==> src/rtl/boot_pkg.sv <==
// Shared types for the boot loader: FSM states and error codes.
// Imported by boot_load_ctrl and word_packer.
package boot_pkg;

  typedef enum logic [2:0] {
    CNT_LO,
    CNT_HI,
    LOAD,
    CHECK,
    RUN,
    ERROR
  } state_e;

  typedef enum logic [1:0] {
    ERR_NONE    = 2'd0,
    ERR_COUNT   = 2'd1,
    ERR_CSUM    = 2'd2,
    ERR_TIMEOUT = 2'd3
  } err_e;

endpackage

==> src/rtl/boot_load_ctrl_word_packer.sv <==
// Packs LSB-first bytes into 32-bit words; word_ready_o marks the 4th byte.
// Ports: clk, reset, clear_i, en_i, byte_i -> word_o, word_ready_o.
module word_packer
  import boot_pkg::*;
(
  input  logic        clk,
  input  logic        reset,
  input  logic        clear_i,
  input  logic        en_i,
  input  logic [7:0]  byte_i,
  output logic [31:0] word_o,
  output logic        word_ready_o
);

  logic [31:0] lanes_q, lanes_d;
  logic [1:0]  idx_q, idx_d;

  // Bytes shift in from the top, so after three bytes the low
  // lanes sit in [31:8] and the 4th byte completes the word.
  always_comb begin
    lanes_d = lanes_q;
    idx_d   = idx_q;
    if (clear_i) begin
      lanes_d = '0;
      idx_d   = '0;
    end else if (en_i) begin
      lanes_d = {byte_i, lanes_q[31:8]};
      idx_d   = idx_q + 2'd1;
    end
  end

  assign word_o       = {byte_i, lanes_q[31:8]};
  assign word_ready_o = en_i && (idx_q == 2'd3);

  always_ff @(posedge clk) begin
    if (reset) begin
      lanes_q <= '0;
      idx_q   <= '0;
    end else begin
      lanes_q <= lanes_d;
      idx_q   <= idx_d;
    end
  end

endmodule

==> src/rtl/boot_load_ctrl.sv <==
// Boot sequencer: receives a framed image over rx bytes, writes imem,
// releases the core on a good checksum, reloads on load_req.
// Ports: clk, reset, rx_valid, rx_data, load_req -> core_reset,
// imem_we, imem_addr, imem_wd, busy, done, err, err_code.
// Optional: define BOOT_TIMEOUT_EN for an inter-byte idle timeout.
module boot_load_ctrl
  import boot_pkg::*;
#(
  parameter int          MAX_WORDS      = 16,
  parameter logic [31:0] BASE_ADDR      = 32'h0000_0000,
  parameter int          TIMEOUT_CYCLES = 1_000_000
) (
  input  logic        clk,
  input  logic        reset,
  input  logic        rx_valid,
  input  logic [7:0]  rx_data,
  input  logic        load_req,
  output logic        core_reset,
  output logic        imem_we,
  output logic [31:0] imem_addr,
  output logic [31:0] imem_wd,
  output logic        busy,
  output logic        done,
  output logic        err,
  output logic [1:0]  err_code
);

  state_e      state_q, state_d;
  logic [7:0]  cnt_lo_q, cnt_lo_d;
  logic [15:0] count_q, count_d;
  logic [15:0] word_idx_q, word_idx_d;
  logic [7:0]  csum_q, csum_d;
  logic        core_reset_q, core_reset_d;
  logic        we_q, we_d;
  logic [31:0] addr_q, addr_d;
  logic [31:0] wd_q, wd_d;
  logic        busy_q, busy_d;
  logic        done_q, done_d;
  logic        err_q, err_d;
  err_e        code_q, code_d;

  logic        pk_en, pk_clr;
  logic [31:0] pk_word;
  logic        pk_ready;
  logic [15:0] n_word;

`ifdef BOOT_TIMEOUT_EN
  logic [31:0] idle_q, idle_d;
`endif

  word_packer u_packer (
    .clk          (clk),
    .reset        (reset),
    .clear_i      (pk_clr),
    .en_i         (pk_en),
    .byte_i       (rx_data),
    .word_o       (pk_word),
    .word_ready_o (pk_ready)
  );

  assign n_word = {rx_data, cnt_lo_q};

  always_comb begin
    state_d    = state_q;
    cnt_lo_d   = cnt_lo_q;
    count_d    = count_q;
    word_idx_d = word_idx_q;
    csum_d     = csum_q;
    we_d       = 1'b0;
    addr_d     = addr_q;
    wd_d       = wd_q;
    code_d     = code_q;
    pk_en      = 1'b0;
    pk_clr     = 1'b0;

    unique case (state_q)
      CNT_LO: begin
        if (rx_valid) begin
          cnt_lo_d = rx_data;
          state_d  = CNT_HI;
        end
      end
      CNT_HI: begin
        if (rx_valid) begin
          count_d = n_word;
          if (n_word == 16'd0 ||
              32'(n_word) > 32'(MAX_WORDS)) begin
            state_d = ERROR;
            code_d  = ERR_COUNT;
          end else begin
            state_d = LOAD;
          end
        end
      end
      LOAD: begin
        if (rx_valid) begin
          pk_en  = 1'b1;
          csum_d = csum_q ^ rx_data;
          if (pk_ready) begin
            we_d       = 1'b1;
            addr_d     = BASE_ADDR + (32'(word_idx_q) << 2);
            wd_d       = pk_word;
            word_idx_d = word_idx_q + 16'd1;
            if (word_idx_q == count_q - 16'd1)
              state_d = CHECK;
          end
        end
      end
      CHECK: begin
        if (rx_valid) begin
          if (rx_data == csum_q) begin
            state_d = RUN;
          end else begin
            state_d = ERROR;
            code_d  = ERR_CSUM;
          end
        end
      end
      RUN: begin
        // load_req takes priority; a byte in the same cycle is dropped.
        if (load_req) begin
          state_d    = CNT_LO;
          word_idx_d = '0;
          csum_d     = '0;
          code_d     = ERR_NONE;
          pk_clr     = 1'b1;
        end
      end
      ERROR: begin
      end
      default: begin
        state_d = ERROR;
      end
    endcase

`ifdef BOOT_TIMEOUT_EN
    // idle_q counts cycles since the last byte, so the error shows
    // exactly TIMEOUT_CYCLES cycles after that byte.
    idle_d = '0;
    if (rx_valid) begin
      idle_d = 32'd1;
    end else if (state_q == CNT_HI || state_q == LOAD ||
                 state_q == CHECK) begin
      idle_d = idle_q + 32'd1;
      if (idle_d >= 32'(TIMEOUT_CYCLES)) begin
        state_d = ERROR;
        code_d  = ERR_TIMEOUT;
      end
    end
`endif

    core_reset_d = (state_d != RUN);
    busy_d       = (state_d != RUN) && (state_d != ERROR);
    done_d       = (state_d == RUN);
    err_d        = (state_d == ERROR);
  end

  always_ff @(posedge clk) begin
    if (reset) begin
      state_q      <= CNT_LO;
      cnt_lo_q     <= '0;
      count_q      <= '0;
      word_idx_q   <= '0;
      csum_q       <= '0;
      core_reset_q <= 1'b1;
      we_q         <= 1'b0;
      addr_q       <= BASE_ADDR;
      wd_q         <= '0;
      busy_q       <= 1'b1;
      done_q       <= 1'b0;
      err_q        <= 1'b0;
      code_q       <= ERR_NONE;
`ifdef BOOT_TIMEOUT_EN
      idle_q       <= '0;
`endif
    end else begin
      state_q      <= state_d;
      cnt_lo_q     <= cnt_lo_d;
      count_q      <= count_d;
      word_idx_q   <= word_idx_d;
      csum_q       <= csum_d;
      core_reset_q <= core_reset_d;
      we_q         <= we_d;
      addr_q       <= addr_d;
      wd_q         <= wd_d;
      busy_q       <= busy_d;
      done_q       <= done_d;
      err_q        <= err_d;
      code_q       <= code_d;
`ifdef BOOT_TIMEOUT_EN
      idle_q       <= idle_d;
`endif
    end
  end

  assign core_reset = core_reset_q;
  assign imem_we    = we_q;
  assign imem_addr  = addr_q;
  assign imem_wd    = wd_q;
  assign busy       = busy_q;
  assign done       = done_q;
  assign err        = err_q;
  assign err_code   = code_q;

endmodule
==> config.mk <==
export PLATFORM = sky130hd
export DESIGN_NAME = boot_load_ctrl
export DESIGN_NICKNAME = d
export VERILOG_FILES = /design/src/rtl/boot_pkg.sv /design/src/rtl/boot_load_ctrl_word_packer.sv /design/src/rtl/boot_load_ctrl.sv
export SDC_FILE = /design/constraint.sdc
export NUM_CORES = 1
export LEC_CHECK = 0
export CAP_MARGIN = 5
export CELL_PAD_IN_SITES_DETAIL_PLACEMENT = 1
export CELL_PAD_IN_SITES_GLOBAL_PLACEMENT = 1
export CORE_MARGIN = 2
export CORE_UTILIZATION = 40
export CTS_CLUSTER_SIZE = 25
export DETAILED_ROUTE_END_ITERATION = 10
export PLACE_DENSITY = 0.89
export SLEW_MARGIN = 20
export SYNTH_ARGS = -nofsm -noshare
export SYNTH_HDL_FRONTEND = slang
export SYNTH_SLANG_ARGS = --single-unit
==> constraint.sdc <==
create_clock -name clk -period 3.7 [get_ports clk]
set_clock_uncertainty 0.05 [all_clocks]
set_input_delay 0.74 -clock clk [delete_from_list [all_inputs] [get_ports clk]]
set_output_delay 0.74 -clock clk [all_outputs]
set_load 0.03 [all_outputs]
# ---- Yosys cells after proc, flatten, opt, wreduce, memory -nomap -nowiden
# Index checks and enable logic that the tools add are counted.
dict set report op_classes {
  muxes 28
  eq_ne 19
  add_sub_neg 3
  n_lt_le_gt_ge 1
  n_reduce_logical 15
  n_bitwise 3
}
# cell n
set ops {}
lappend ops {{16-bit two-way mux} 3}
lappend ops {{16-bit one-hot mux with 2 select lines} 1}
lappend ops {{3-bit two-way mux} 8}
lappend ops {{3-bit one-hot mux with 6 select lines} 1}
lappend ops {{16-bit by 1-bit adder with 16-bit output (second input constant)} 1}
lappend ops {{16-bit equality test} 1}
lappend ops {{16-bit by 5-bit greater-than comparator with 1-bit output (second input constant)} 1}
lappend ops {{16-bit zero test} 1}
lappend ops {{8-bit two-way mux} 2}
lappend ops {{8-bit one-hot mux with 2 select lines} 1}
lappend ops {{16-bit by 1-bit subtractor with 16-bit output (second input constant)} 1}
lappend ops {{2-bit inequality test (second input constant)} 7}
lappend ops {{3-bit equality test (second input constant)} 4}
lappend ops {{2-bit two-way mux} 5}
lappend ops {{8-bit equality test} 1}
lappend ops {{8-bit XOR} 1}
lappend ops {{3-bit by 2-bit equality test with 1-bit output (second input constant)} 2}
lappend ops {{1-bit two-way mux} 6}
lappend ops {{3-bit inequality test (second input constant)} 2}
lappend ops {{2-bit one-hot mux with 3 select lines} 1}
lappend ops {{3-bit AND reduction} 2}
lappend ops {{6-bit AND reduction} 1}
lappend ops {{2-bit AND reduction} 2}
lappend ops {{4-bit AND reduction} 1}
lappend ops {{11 further kinds} 13}
dict set report word_totals {
  register_bits 140
  wordCells 84
  inputBits 12
  output_inout_bits 71
}

# ---- Depth between registers and ports, before layout
# Gate-level depths: netlist of run 1.
dict set report depth {
  ltp_word 8
  depth_mapped 9
  ltp_nobuf 8
}

# ---- Modules after synthesis
# A second synthesis of run 1 with hierarchy kept.
dict set report unflattened {
  hier_cells 702
  hier_area_um2 5793.1
}
# mod cells_per_inst seq_area_each_um2 instances area_each_um2
set modules_own_cells {}
lappend modules_own_cells {boot_load_ctrl 607 2122.0 1 4753.3}
lappend modules_own_cells {word_packer 95 520.5 1 1039.7}

# ---- Worst setup path after synthesis of run 1
# Ideal clock, no wire load.
dict set report synth_timing {
  path_type {input port to flip-flop}
  from {in rx_valid}
  to {reg state_q[0]}
  path_buffers 3
  path_stages 9
  setup_time_ns 0.088
  arrival_ns 2.092
  path_slack_ns 1.470
  cell_sequence {buf_4 and4bb_1 buf_4 and2_1 buf_4 nand4_2 nor4b_2 nand3_1 o32ai_2}
}
dict set report synth_between {
  elab_chain_len 6
  word_cells_on_any_way 9
  cone_classes {mux: 8; reduce/logical: 1}
}
# item line_no
set synth_lines {}
lappend synth_lines {{from (decl)} boot_load_ctrl.sv:15} ;# input logic rx_valid,
lappend synth_lines {{1-bit two-way mux} boot_load_ctrl.sv:96} ;# if (rx_valid) begin
lappend synth_lines {{1-bit two-way mux} boot_load_ctrl.sv:76} ;# unique case (state_q)
lappend synth_lines {{1-bit logical AND} boot_load_ctrl_word_packer.sv:33} ;# assign word_ready_o = en_i && (idx_q == 2'd3);
lappend synth_lines {{3-bit two-way mux} boot_load_ctrl.sv:99} ;# if (pk_ready) begin
lappend synth_lines {{3-bit two-way mux} boot_load_ctrl.sv:96}
lappend synth_lines {{3-bit one-hot mux with 6 select lines *} boot_load_ctrl.sv:76}
lappend synth_lines {{to (signal assigned)} boot_load_ctrl.sv:177} ;# state_q <= state_d;
lappend synth_lines {{to (decl)} boot_load_ctrl.sv:28} ;# state_e state_q, state_d;
# Every way passes the cells marked *; elsewhere a longest branch is shown, timed or not.
# A chain may end at the register's enable or synchronous reset.

# ---- Worst setup path in the final report of run 1
# Ends and elaborated chain as after synthesis.

==> results of run 1 <==
stage by stage:
stage,worst slack [ns],cells
floorplan,1.47,731
global placement,0.762,919
detailed placement,0.661,919
CTS,1.02,951
global route,0.862,951
finish,0.969,951
Yosys cell counts (7+ instances only):
library cell | instances | area, um^2
sky130_fd_sc_hd__a21oi_1 | 110 | 551
sky130_fd_sc_hd__buf_4 | 19 | 143
sky130_fd_sc_hd__nor3_1 | 10 | 50.1
sky130_fd_sc_hd__inv_1 | 7 | 26.3
sky130_fd_sc_hd__xnor2_1 | 23 | 201
sky130_fd_sc_hd__xor2_1 | 21 | 184
sky130_fd_sc_hd__o21ai_0 | 13 | 65.1
sky130_fd_sc_hd__nand2_1 | 211 | 792
sky130_fd_sc_hd__nor2_1 | 38 | 143
sky130_fd_sc_hd__or2_2 | 9 | 56.3
sky130_fd_sc_hd__dfxtp_1 | 132 | 2640
sky130_fd_sc_hd__nand4_1 | 8 | 50.1
sky130_fd_sc_hd__nand3_1 | 9 | 45.0
sky130_fd_sc_hd__clkbuf_1 | 41 | 154
critical path, cell delays in order:
cell and delay, ns:
sky130_fd_sc_hd__clkdlybuf4s50_1 0.64, sky130_fd_sc_hd__and4bb_1 0.47, sky130_fd_sc_hd__and2_1 0.23, sky130_fd_sc_hd__nand4_2 0.09, sky130_fd_sc_hd__nor4b_2 0.39, sky130_fd_sc_hd__nand3_1 0.18
sky130_fd_sc_hd__o32ai_2 0.27
final cells by class:
class	instances	area (um^2)	area share, %
Sequential cell	132	2640	38.4
Timing Repair Buffer	74	728	10.6
Tap cell	180	225	3.27
Clock inverter	12	106	1.55
Inverter	7	26.3	0.382
Multi-Input combinational cell	526	2690	39.1
Clock buffer	20	457	6.64
power groups by stage:
stage	Combinational (mW)	Sequential (mW)	Clock, mW
6_report	0.220	1.46	1.59
5_1_grt	0.240	1.46	1.67
4_1_cts	0.219	1.46	1.61
3_5_place_dp	0.214	1.49	0
3_3_place_gp	0.203	1.49	0
2_1_floorplan	0.167	1.49	0
layer usage:
layer / global-route usage [%] / part of all wire (%)
met1: 26.3 / 42
met2: 40.1 / 52
met3: 4.74 / 3.7
met4: 11.4 / 2.8
met5: 0 / 0
logic make-up (layout without fill, tap and decap cells):
| group | Yosys count | in the layout | share of synthesized area (%) |
|---|---|---|---|
| xor+xnor | 44 | 44 | 6.84 |
| flops | 132 | 132 | 46.9 |
| simple gates | 317 | 317 | 24.7 |
| fa+ha+maj | 3 | 3 | 0.667 |
| other cells | 1 | 16 | 0.0666 |
| buf+inv | 73 | 113 | 6.27 |
| mux | 1 | 1 | 0.200 |
| compound gates | 145 | 145 | 14.3 |
worst paths after layout:
check                                                       from                          endpoint  slack [ns]
worst max-delay path                                    rx_valid             state_q[0]$_SDFF_PP0_        0.97
worst min-delay path            u_packer.lanes_q[9]$_SDFFE_PP0P_  u_packer.lanes_q[9]$_SDFFE_PP0P_        0.40
worst max register to register           count_q[0]$_SDFFE_PP0P_             state_q[0]$_SDFF_PP0_        1.32
worst min register to register  u_packer.lanes_q[9]$_SDFFE_PP0P_  u_packer.lanes_q[9]$_SDFFE_PP0P_        0.40
state kept, by name (all words and copies together) (netlist names):
name	cells
done	1
cnt_lo_q	8
busy	1
err	1
u_packer.idx_q	2
core_reset	1
err_code	2
u_packer.lanes_q	24
count_q	16
imem_addr	16
csum_q	8
imem_we	1
state_q	3
imem_wd	32
word_idx_q	16
==> results.md, run 1 <==
Detailed routing:
- The first detailed-routing pass ran for 4 iterations.
- Wires add up to between 15 and 20 mm.
- In this run, the number of DRC markers left after iteration 0 of detailed routing was 330.
- The routed length per instance is ~17 um.
- Detailed routing inserted a total of between 5000 and 6000 vias.
- The routed via count divided by cell count is roughly 5.3.
- The residual DRC count is 0.
- The detail route stage leaves a number of antenna-violating nets equal to 0.

Synth:
- For this run, the register share of the synthesized area comes to about 47%.
- Synthesis instantiated 48 different standard cells from the library.
- The post-synthesis sequential element count is 132.
- Averaged over all synthesized cells, the footprint is 7.86 um^2.
- The most used flip-flop cell after synthesis is sky130_fd_sc_hd__dfxtp_1.
- Yosys printed 0 warnings.
- Counting flops with an async set or reset pin after synthesis yields a share of 0%.
- The area of the mapped netlist is 5630 um^2.
- Counting flops with a built-in enable in the synthesized netlist gives 0.
- The gate count after technology mapping is ~720.

Power:
- The share of power burned in registers is between 40% and 50%.
- Overall power consumption after layout is estimated at around 3.3 mW.
- The clock share of power is 48.6%.
- In this run the static leakage power is between 2 and 2.5 nW.
- Net switching is between 20 and 25% of the power.
- The internal power of the cells totals 2.47 mW.
- The power per cell area is 475 nW/um^2.
- The switching power is ~0.8 mW.
- Combinational cells account for under 10% of the total power.
- IR analysis of the VDD net gives a maximum drop of around 0.27 mV.

STA:
- The headroom to the max-slew limit is roughly 44%.
- The pin slew with the least headroom to its limit is between 0.8 and 0.9 ns.
- The final setup violation count is 0.
- Dividing the final minimum period by the clock period gives between 70% and 80%.
- The clock period could shrink to between 2 and 3 ns.
- Timing would allow up to 366 MHz.
- The aggregate negative setup slack is 0 ns.
- Across all hold checks on the routed design, the worst slack comes to roughly 0.40 ns.
- The max-slew violation total from the final report is 0.
- The count of endpoints failing hold in the final timing report is 0.
- Setup repair after global routing left no endpoint under its margin.

CTS:
- The post-CTS clock slew at the launch and capture registers of the worst setup and hold paths is approximately 0.060 ns.
- Gates resized during post-CTS repair numbered 0.
- The hold-fix buffer count after cts is 0.
- TritonCTS created 17 clock buffers.
- The maximum count of clock buffers along a single path is 2.
- The CTS tree is done.
- The number of levels in the clock H-tree is 4.
- The number of buffers inserted to repair setup after CTS is 0.
- The clock reaches the later pin of the worst-skew pair after about 0.42 ns.
- In this run the clock root is driven by a sky130_fd_sc_hd__clkbuf_16.
- The number of clock sinks is ~130.

Finish:
- The final-stage net count is between 700 and 800.
- After routing the design area is between 6000 and 7000 um^2.
- The number of filler instances in the final layout is ~1600.
- Of the cells placed in the final design, the portion with a size suffix greater than 1 is between 7 and 8%.
- 0 antenna diodes ended up in the layout.
- For this run, the share of the core covered by cells in the final layout is about 50%.
- The most frequent standard cell in the layout excluding fill and tap cells is sky130_fd_sc_hd__nand2_1.
- The growth of design area from synthesis to finish is 22.2%.
- Leaving out fill and tap cells, the most frequent cells in the layout are sky130_fd_sc_hd__nand2_1 (211), sky130_fd_sc_hd__dfxtp_1 (132), sky130_fd_sc_hd__a21oi_1 (110).

Floorplanning:
- The chip width is ~120 um.
- The number of standard-cell rows in the floorplan is 43.
- The core region is ~14000 um^2.
- The initial utilization of the core area, before any placement, comes to between 40% and 50%.
- The height of the chip is around 120 um.
- In this run the count of I/O pins placed on the die edge is a little over 80.
- The die outline area is between 15000 and 20000 um^2.

Place:
- The number of buffers inserted by port buffering is 66.
- The global placer's final weighted congestion is around 0.94.
- The instance area after placement is roughly 6300 um^2.
- Detailed placement ended at an HPWL of 11.0 mm.

GRT:
- The initial antenna violation count was 0.
- The via count of the first global-routing pass is about 5300.
- The global-route usage over all layers is 22.8%.
- The total overflow reported by the global router is 0.
- The first-pass GRT wire length is between 20 and 30 mm.
- Entering global routing, the biggest net connects 53 pins.

Worst setup path:
- The data required time of the worst path is between 3 and 4 ns.
- The type of element capturing the critical path is a flop.
- The largest fanout of any net on the critical path is 9.
- STA classifies the critical path startpoint as a primary input.
- The critical path class is in2reg.
- Measured in cells, the most critical reg-to-reg path has a length of 8.
- The arrival time reported for the critical path endpoint is ~3.0 ns.

Worst hold path:
- The number of cells on the worst hold path is 2.
- The worst min-delay path class is reg2reg.

Job:
- The tool flagged a number of max-cap violations equal to 0.

Run status:
- The run finished with clean final reports.
(Power assumes the default switching activity.)
==> inputs of run 2 (changes only) <==
CORE_UTILIZATION = 36   (was 40)
PLACE_DENSITY = 0.85   (was 0.89)
clock period = 2.4 ns   (was 3.7 ns; I/O delays follow)
==> run 2 against run 1 <==
Design area is 2.3% higher. Count of clock-buffer cells in the layout is 3 higher. Core utilization is 3.6 points lower. Via count is 0.28% lower. Sequential power is 54% higher. Flip-flop and latch count stayed put. Total power is 49% higher. Non-clock buffer count is 18 higher. Global-route usage is 3.3 points lower. Die area is 11% higher. Worst setup slack worse by 0.75 ns. Critical endpoint unchanged. Largest power group is now sequential cells.
==> results.md, run 2 (synthesis results as in run 1) <==
Power:
- The worst supply voltage drop on vdd is 0.509 mV (+87%).
- The static power due to leakage is 2.48 nW (+3.9%).
- The power per cell area was 690 nW/um^2 (+45%).

Detailed routing:
- The routed length per instance is 15.5 um (-9.0%).
- The number of optimization iterations in the first detailed-route pass was 5 (+1).
- The routed via count divided by cell count is 5.04 (-4.9%).
- The total met2 wirelength after detailed routing is 7.61 mm (-9.2%).
- The final antenna-violating net count is 0 (unchanged).
- The wire length after detailed routing was 15.4 mm (-4.6%).
- The residual DRC count came to 0 (unchanged).
- The routed length on met3 was 548 um (-8.2%).
- The routed metal-1 wirelength came to 6.96 mm (+3.2%).
- The detailed router's first-iteration violation count is 310 (-6.1%).
- The total vias in the final route is 5022 (-0.28%).
- The top layer used by detailed routing is met4.

Floorplanning:
- The die outline area is 16700 um^2 (+11%).
- The chip width was 129 um (+5.2%).
- The height of the chip is 129 um (+5.2%).
- The number of standard-cell rows in the floorplan came to 45 (+4.7%).
- The area of the core is 15300 um^2 (+10%).
- The initial standard-cell utilization of the core is 36.9% (-3.8 points).
- The number of top-level pins was 83 (unchanged).

GRT:
- The first-pass GRT wire length is 25.3 mm (-4.0%).
- The global-route usage over all layers was 19.5% (-3.3 points).
- The via count of the first global-routing pass is 5148 (-3.3%).
- The total overflow reported by the global router was 0 (unchanged).
- The initial antenna violation count is 0 (unchanged).
- The maximum number of pins on one net before global-route repair is 71 (+34%).

STA:
- Setup repair after global routing left no endpoint under its margin.
- Timing would allow up to around 460 MHz.
- The final period demand of the worst path is 2.19 ns.
- The aggregate negative setup slack was 0 ns (unchanged).
- The final worst hold slack is 0.375 ns (-0.0287 ns).
- The final setup violation count is 0 (unchanged).
- The count of endpoints failing hold in the final timing report is 0 (unchanged).
- The post-route fraction of the period consumed by the critical path is 91.1%.
- The max-slew violation total from the final report is 0 (unchanged).

Worst hold path:
- The worst min-delay path class is in2reg.

Worst setup path:
- The top cell family by delay on the critical path is compound AO/OA/AOI/OAI gates.
- The largest fanout of any net on the critical path is 5 (-4).
- The arrival time reported for the critical path endpoint is 2.46 ns (-0.56 ns).
- The number of buffers and inverters on the critical path is 1 (unchanged).
- The type of element capturing the critical path is a flop.
- The critical-path cell with the highest stage delay is sky130_fd_sc_hd__o41ai_1.
- STA classifies the critical path startpoint as a flop.
- The data required time of the worst path is 2.68 ns (-1.31 ns).
- By startpoint and endpoint, the worst setup path is classified as reg2reg.
- The signal on the critical path passes through inv_1 -> ha_1 -> nor4b_4 -> nand2_1 -> o41ai_1 -> nand3_1 -> o32ai_2.
- The biggest cell delay along the critical path was 0.42 ns (-0.22 ns).
- The worst-case register-to-register setup slack came to 0.21 ns (-1.11 ns).

Finish:
- The number of filler instances in the final layout is 1813 (+10%).
- The number of antenna cells inserted is 0 (unchanged).
- Leaving out fill and tap cells, the most frequent cell in the layout is sky130_fd_sc_hd__nand2_1.
- The flip-flop count of the largest register, all copies and words added came to 32 (unchanged).
- The growth of design area from synthesis to finish is 24.9%.
- The share of final-layout standard cells stronger than drive strength 1 is 8.65% (+1.3 points).
- Leaving out fill and tap cells, the most frequent cells in the layout are sky130_fd_sc_hd__nand2_1 (211), sky130_fd_sc_hd__dfxtp_1 (132), sky130_fd_sc_hd__a21oi_1 (110).
- The final-stage net count is 791 (+2.3%).

Place:
- The global placer's final weighted congestion is 0.869 (-7.1%).
- The number of buffers inserted by port buffering is 66 (unchanged).
- The placed wire-length estimate is 10.6 mm (-3.4%).

CTS:
- The cell at the root of the clock tree is sky130_fd_sc_hd__clkbuf_16.
- The maximum count of clock buffers along a single path is 2 (unchanged).
- The number of clock sinks is 132 (unchanged).
- The hold-fix buffer count after cts is 0 (unchanged).
- The number of levels in the clock H-tree came to 4 (unchanged).
- The CTS tree is done.
- The source-to-sink clock delay at the later pin of the worst-skew pair came to 0.42 ns (about the same).
- The post-CTS clock slew at the launch and capture registers of the worst setup and hold paths is 0.05 ns (about the same).
- The total clock buffers created by CTS is 17 (unchanged).

Job:
- The number of violations of the max-capacitance limit came to 0 (unchanged).

Run status:
- The flow ran to the end, and the final reports show no timing, DRC or antenna violations.
-- run 2: cell types whose count changed in the layout (fill, tap and decap cells not counted), sizes merged --
cell	delta
inv	-1
bufinv	-1
clkinv	-1
clkinvlp	-3
clkbuf	+3
buf	+18
-- run 2: power by group --
group          switching, mW  internal, mW
Sequential            0.0321          2.22
Combinational          0.227         0.134
Clock                  0.897          1.34
Total                   1.16          3.70
-- run 2: worst paths after layout --
kind                              from                         to  cells past startpoint
max            count_q[0]$_SDFFE_PP0P_      state_q[0]$_SDFF_PP0_                      7
min                              reset   err_code[0]$_SDFFE_PP0P_                      2
max reg2reg    count_q[0]$_SDFFE_PP0P_      state_q[0]$_SDFF_PP0_                      7
min reg2reg  imem_addr[9]$_SDFFE_PP0P_  imem_addr[9]$_SDFFE_PP0P_                      2
-- run 2: per-stage QoR --
| stage | power (mW) | worst slack, ns | instance area, um^2 | cells | utilization [%] |
|---|---|---|---|---|---|
| detailed placement | 2.66 | 0.0222 | 6530 | 968 | 42.8 |
| global placement | 2.64 | 0.0825 | 6530 | 968 | 42.8 |
| finish | 4.85 | 0.214 | 7030 | 997 | 46.1 |
| floorplan | 2.55 | 0.430 | 5690 | 731 | - |
| global route | 5.02 | 0.0677 | 7030 | 997 | 46.1 |
| CTS | 4.89 | 0.151 | 7030 | 997 | 46.0 |
-- run 2: metal layers --
metal  vias to the layer above  GRT usage [%]
li1                       2451              -
met1                      2444           24.1
met2                       100           33.0
met3                        27           4.42
met4                         0           7.93
met5                         -              0
-- run 2: layout make-up --
type	count	area (um^2)	area share [%]
inverters	7	26.3	0.374
clock buffers	23	468	6.65
clock inverters	6	32.5	0.462
flip-flops and latches	132	2640	37.6
well taps	211	264	3.75
multi-input cells	526	2700	38.4
repair buffers	92	901	12.8
-- run 2: repair_timing --
action                     4_1_cts  5_1_grt
setup endpoints to repair        0        1
resized for setup                0        1
buffers inserted                 0        0
